===== src/rtl/rrv64_core_vec_param_pkg.sv =====
// Shared vector-core parameters and types, including the write-back queue entry layout.
package rrv64_core_vec_param_pkg;

  localparam int VREG_ADDR_WIDTH = 5;
  localparam int VFULEN          = 64;
  localparam int VRF_WB_DEPTH    = 8;

  typedef struct packed {
    logic [VREG_ADDR_WIDTH-1:0] addr;
    logic [VFULEN-1:0]          data;
    logic                       done;
  } vrf_wb_entry_t;

endpackage


===== src/rtl/vrf_wb_retire_ctrl.sv =====
// Combinational retire decision for the two oldest write-back entries: requests, pop count, done-set.
module vrf_wb_retire_ctrl #(
  parameter int CNT_WIDTH  = 4,
  parameter int ADDR_WIDTH = 5
) (
  input  logic [CNT_WIDTH-1:0]  count,
  input  logic [ADDR_WIDTH-1:0] addr0,
  input  logic                  done0,
  input  logic [ADDR_WIDTH-1:0] addr1,
  input  logic                  done1,
  input  logic                  wr0_conflict,
  input  logic                  wr1_conflict,
  output logic                  wr0_vld,
  output logic                  wr1_vld,
  output logic [1:0]            pop_cnt,
  output logic                  set_done1
);

  logic occ0, occ1, grant0, grant1, pop0, pop1;

  always_comb begin
    occ0    = (count >= CNT_WIDTH'(1));
    occ1    = (count >= CNT_WIDTH'(2));
    wr0_vld = occ0 & ~done0;
    // Same-register writes must land in order, so slot 1 waits behind a matching head.
    wr1_vld = occ1 & ~done1 & (addr1 != addr0);
    grant0  = wr0_vld & ~wr0_conflict;
    grant1  = wr1_vld & ~wr1_conflict;
    pop0    = occ0 & (grant0 | done0);
    pop1    = pop0 & occ1 & (grant1 | done1);
    pop_cnt = {1'b0, pop0} + {1'b0, pop1};
    // Slot 1 wrote around a stalled head; remember it so it is not written twice.
    set_done1 = grant1 & ~pop0;
  end

endmodule


===== src/rtl/vrf_wb_queue.sv =====
// In-order write-back queue feeding two VRF write ports with conflict retry.
// Optional conflict counter port under `VRF_WB_PERF_EN.
module vrf_wb_queue
  import rrv64_core_vec_param_pkg::*;
#(
  parameter int DEPTH      = VRF_WB_DEPTH,
  parameter int ADDR_WIDTH = VREG_ADDR_WIDTH,
  parameter int DATA_WIDTH = VFULEN
) (
  input  logic                  clk,
  input  logic                  rst,
  input  logic                  in0_vld,
  output logic                  in0_rdy,
  input  logic [ADDR_WIDTH-1:0] in0_addr,
  input  logic [DATA_WIDTH-1:0] in0_data,
  input  logic                  in1_vld,
  output logic                  in1_rdy,
  input  logic [ADDR_WIDTH-1:0] in1_addr,
  input  logic [DATA_WIDTH-1:0] in1_data,
  output logic                  wr0_vld,
  input  logic                  wr0_conflict,
  output logic [ADDR_WIDTH-1:0] waddr0,
  output logic [DATA_WIDTH-1:0] wdata0,
  output logic                  wr1_vld,
  input  logic                  wr1_conflict,
  output logic [ADDR_WIDTH-1:0] waddr1,
  output logic [DATA_WIDTH-1:0] wdata1,
`ifdef VRF_WB_PERF_EN
  output logic [31:0]           conflict_cnt,
`endif
  output logic                  empty
);

  localparam int PW = $clog2(DEPTH);

  // Same layout as vrf_wb_entry_t, sized by this instance's parameters.
  typedef struct packed {
    logic [ADDR_WIDTH-1:0] addr;
    logic [DATA_WIDTH-1:0] data;
    logic                  done;
  } entry_t;

  entry_t        mem [DEPTH];
  logic [PW-1:0] head, tail, head_n1, tail_n1, wr1_idx;
  logic [PW:0]   count, count_vis;
  logic          rdy, acc0, acc1, set_done1;
  logic [1:0]    n_acc, pop_cnt;

  always_comb begin
    rdy       = (count <= (PW+1)'(DEPTH - 2));
    acc0      = in0_vld & rdy;
    acc1      = in1_vld & rdy;
    n_acc     = {1'b0, acc0} + {1'b0, acc1};
    head_n1   = head + 1'b1;
    tail_n1   = tail + 1'b1;
    wr1_idx   = acc0 ? tail_n1 : tail;
    // Hiding the count during reset keeps both write ports quiet in that cycle.
    count_vis = rst ? '0 : count;
  end

  assign in0_rdy = rdy;
  assign in1_rdy = rdy;
  assign empty   = (count == '0);
  assign waddr0  = mem[head].addr;
  assign wdata0  = mem[head].data;
  assign waddr1  = mem[head_n1].addr;
  assign wdata1  = mem[head_n1].data;

  vrf_wb_retire_ctrl #(
    .CNT_WIDTH  (PW + 1),
    .ADDR_WIDTH (ADDR_WIDTH)
  ) u_retire (
    .count        (count_vis),
    .addr0        (mem[head].addr),
    .done0        (mem[head].done),
    .addr1        (mem[head_n1].addr),
    .done1        (mem[head_n1].done),
    .wr0_conflict (wr0_conflict),
    .wr1_conflict (wr1_conflict),
    .wr0_vld      (wr0_vld),
    .wr1_vld      (wr1_vld),
    .pop_cnt      (pop_cnt),
    .set_done1    (set_done1)
  );

  always_ff @(posedge clk) begin
    if (rst) begin
      head  <= '0;
      tail  <= '0;
      count <= '0;
      // NOTE: only the done bits are reset; addr/data are qualified by count and stay unreset storage.
      for (int i = 0; i < DEPTH; i++) mem[i].done <= 1'b0;
    end else begin
      if (pop_cnt != 2'd0) mem[head].done    <= 1'b0;
      if (pop_cnt == 2'd2) mem[head_n1].done <= 1'b0;
      if (set_done1)       mem[head_n1].done <= 1'b1;
      // Enqueue targets free slots only, so it never collides with the done updates above.
      if (acc0) mem[tail]    <= '{addr: in0_addr, data: in0_data, done: 1'b0};
      if (acc1) mem[wr1_idx] <= '{addr: in1_addr, data: in1_data, done: 1'b0};
      head  <= head + PW'(pop_cnt);
      tail  <= tail + PW'(n_acc);
      count <= count + (PW+1)'(n_acc) - (PW+1)'(pop_cnt);
    end
  end

`ifdef VRF_WB_PERF_EN
  logic [1:0]  conf_inc;
  logic [32:0] conf_sum;

  always_comb begin
    conf_inc = {1'b0, wr0_vld & wr0_conflict} + {1'b0, wr1_vld & wr1_conflict};
    conf_sum = {1'b0, conflict_cnt} + 33'(conf_inc);
  end

  always_ff @(posedge clk) begin
    if (rst)              conflict_cnt <= '0;
    else if (conf_sum[32]) conflict_cnt <= '1;
    else                   conflict_cnt <= conf_sum[31:0];
  end
`endif

endmodule


===== config.mk =====
export PLATFORM = sky130hd
export DESIGN_NAME = vrf_wb_queue
export DESIGN_NICKNAME = d
export VERILOG_FILES = /design/src/rtl/rrv64_core_vec_param_pkg.sv /design/src/rtl/vrf_wb_retire_ctrl.sv /design/src/rtl/vrf_wb_queue.sv
export SDC_FILE = /design/constraint.sdc
export NUM_CORES = 1
export LEC_CHECK = 0
export CAP_MARGIN = 20
export CORE_MARGIN = 2
export CORE_UTILIZATION = 35
export CTS_CLUSTER_DIAMETER = 40
export DETAILED_ROUTE_END_ITERATION = 10
export PLACE_DENSITY = 0.56
export SETUP_SLACK_MARGIN = 0.15
export SLEW_MARGIN = 20
export SYNTH_ARGS = -nofsm -noshare
export SYNTH_HDL_FRONTEND = slang
export SYNTH_SLANG_ARGS = --single-unit

===== constraint.sdc =====
create_clock -name clk -period 5.5 [get_ports clk]
set_clock_uncertainty 0.1 [all_clocks]
set_input_delay 0.55 -clock clk [delete_from_list [all_inputs] [get_ports clk]]
set_output_delay 0.55 -clock clk [all_outputs]
set_load 0.005 [all_outputs]

==> run metrics <==
GRT overflow 0; Clock Sinks 570; Main synth FF type edfxtp_1; clock buffer count from CTS 87; pin count of the biggest net entering global routing 71; Hold Startpoint mem[5][0]; TNS Setup 0 ns; Crit Path Category reg -> out; Starting Density 0.353; most common cell in the netlist a22o_1; worst reg2reg path endpoint count[3]; total power roughly 18,000 uW; YS warnings 0; Design Area, Final ~0.038 sq mm; worst reg2reg path depth 16; Pleak about 0.013 uW; synth unique cells 68; CTS root buf clkbuf_16; die footprint between 0.09 and 0.1 sq mm; nets 2,887; startpoint types register; number of post-CTS setup repair buffers 0; # DRC 0; All-Layer GR Usage 0.286; Avg WL per Cell roughly 35 microns; vias post-DR about 27k; Hold-fix buffers, CTS 0; unrepaired setup endpoints after global routing false; Worst R2R Start head[0]; Worst VDD drop between 0.0002 and 0.0003 V; Mapped Nets between 2k and 3k; Final Wtd Congestion approximately 0.86; EDFF count, synth 552; Min-Delay Path Depth 2; mapped cell area 0.0318 sq mm; IO Count between 200 and 300; leading area contributor after synthesis edfxtp_1; CTS tree done; Post-synth top cells a22o_1, edfxtp_1, a22oi_1, nand2_1, clkbuf_1; final hold vios 0; Max clock buf depth 3; max-slew violations 0; Core Area 0.0900 sq mm; antenna violations before repair 17; Seq cells post-synth 570; Post-DP HPWL about 76,000 microns; Critical Path RT just under 5 ns; clock slew at reported path FFs about 0.060 ns; worst hold path class reg -> reg; sequential-to-total area share from yosys stat 0.533; vias in the first global route 26.9k; Synth Area per Inst around 12 sq um; post-synthesis cell count 2,671; asr flop ratio synth 0; Tmin final around 5.2 ns; count of max-cap constraint violations 0; Tcrit/Tclk final 0.952; DR vias/cell 6.81; hold endpoint mem[5][0]; crit end category output pin; Port Buf Inserts around 290; die width about 300 microns; CTS H-tree lvls 3; P&R area growth vs syn 21.1%; clk_lat worst skew between 0.6 and 0.7 ns; Setup Viol. Count Final 0; Max FO, Critical Path 52; first-pass GRT wire length about 200,000 microns; post-cts resize count 1; Placed Area around 0.036 sq mm; R2R setup slack 0.95 ns; status finished clean; die height around 310 microns; Highest Clock Rate roughly 190 MHz; share of the synthesized area in the top cell type 0.521; routed wire length about 140,000 microns; pwr/cell area between 400 and 500 mW/mm^2; row count 110; First DRT Iteration DRCs around 3.7k; relative slew slack 0.228; CP Data Arrival Time about 4.6 ns; Final ANT Viol Nets 0; share of layout cells above drive strength 1 0.130; Worst-Margin Slew 1.16 ns; dominant cells by area after synthesis edfxtp_1, a22o_1, a22oi_1; drt first pass iters 6
[where the power goes]
part           switching (uW)  leakage, uW  internal, uW
clock                    2220      0.00143          3400
sequential                272      0.00502          5360
combinational            3770      0.00608          2790
total                    6260       0.0125         11600
[metal layers]
| layer | wire length [microns] | vias to the layer above | global-route usage | part of all wire |
|---|---|---|---|---|
| li1 | - | 10900 | - | - |
| met1 | 51900 | 13600 | 0.369 | 0.38 |
| met2 | 64100 | 2135 | 0.455 | 0.46 |
| met3 | 16300 | 413 | 0.0696 | 0.12 |
| met4 | 5690 | 16 | 0.127 | 0.041 |
| met5 | 99 | - | 0 | 0.00072 |
[worst max-delay path: stages, from the launching register on]
cell	delay, ns
dfxtp_4	0.44
ha_4	0.22
xor2_4	0.55
buf_6	0.50
buf_4	0.68
nor3_4	0.23
a222oi_1	0.45
nand3_1	0.25
clkdlybuf4s50_1	0.53
[registers in the layout, indices dropped and copies added, names as in the netlist]
register and flops:
tail 3, mem 560, head 3, count 4
[placed cells by master (no fill, tap or decap), types with 30 or more instances in the layout]
cell and n:
a22o_1 574, edfxtp_1 552, clkdlybuf4s50_1 286, a22oi_1 208, nand2_1 196, nand3_1 120
clkbuf_16 88, mux2i_1 76, buf_4 74, mux4_2 54, a21oi_1 51, nor2_1 50
o21ai_0 37, nand4_1 33, a221oi_1 31, a31oi_1 30
[kinds of logic (layout without fill, tap and decap cells)]
| logic type | Yosys count | count (layout) | synth area share |
|---|---|---|---|
| compound gates | 1013 | 1013 | 0.259 |
| flops | 570 | 570 | 0.533 |
| simple gates | 481 | 481 | 0.0722 |
| buf+inv | 432 | 560 | 0.0562 |
| mux | 145 | 145 | 0.0680 |
| fa+ha+maj | 17 | 17 | 0.00764 |
| xor+xnor | 13 | 13 | 0.00429 |
| other cells | 0 | 9 | 0 |
[layout make-up]
class / count / area (sq um)
multi-input combinational: 1669 / 13300
tap: 1176 / 1470
sequential: 570 / 16900
antenna: 9 / 22.5
inverter: 25 / 97.6
clock inverter: 63 / 694
clock buffer: 99 / 2260
timing repair buffer: 373 / 3670
fill: 8149 / 51500
[through the flow]
step                      hold WS [ns]  cells  worst slack [ns]  utilization
after floorplan                  0.377   2671              1.48            -
after global placement           0.413   3812             0.894        0.394
after detailed placement         0.425   3813             0.815        0.394
after CTS                        0.434   3975             0.324        0.427
after global routing             0.461   3983             0.187        0.428
final                            0.437   3984             0.261        0.428
[worst max-delay path by stage]
stage                       start    endpoint  cells past startpoint
after floorplan           head[1]    count[3]                     17
after detailed placement  head[0]  wdata1[35]                      8
after global routing      head[0]   wdata1[7]                      8
final                     head[0]   wdata1[3]                      8
after CTS                 head[0]  wdata1[35]                      8
after global placement    head[0]  wdata1[35]                      8
(Power assumes the default switching activity.)
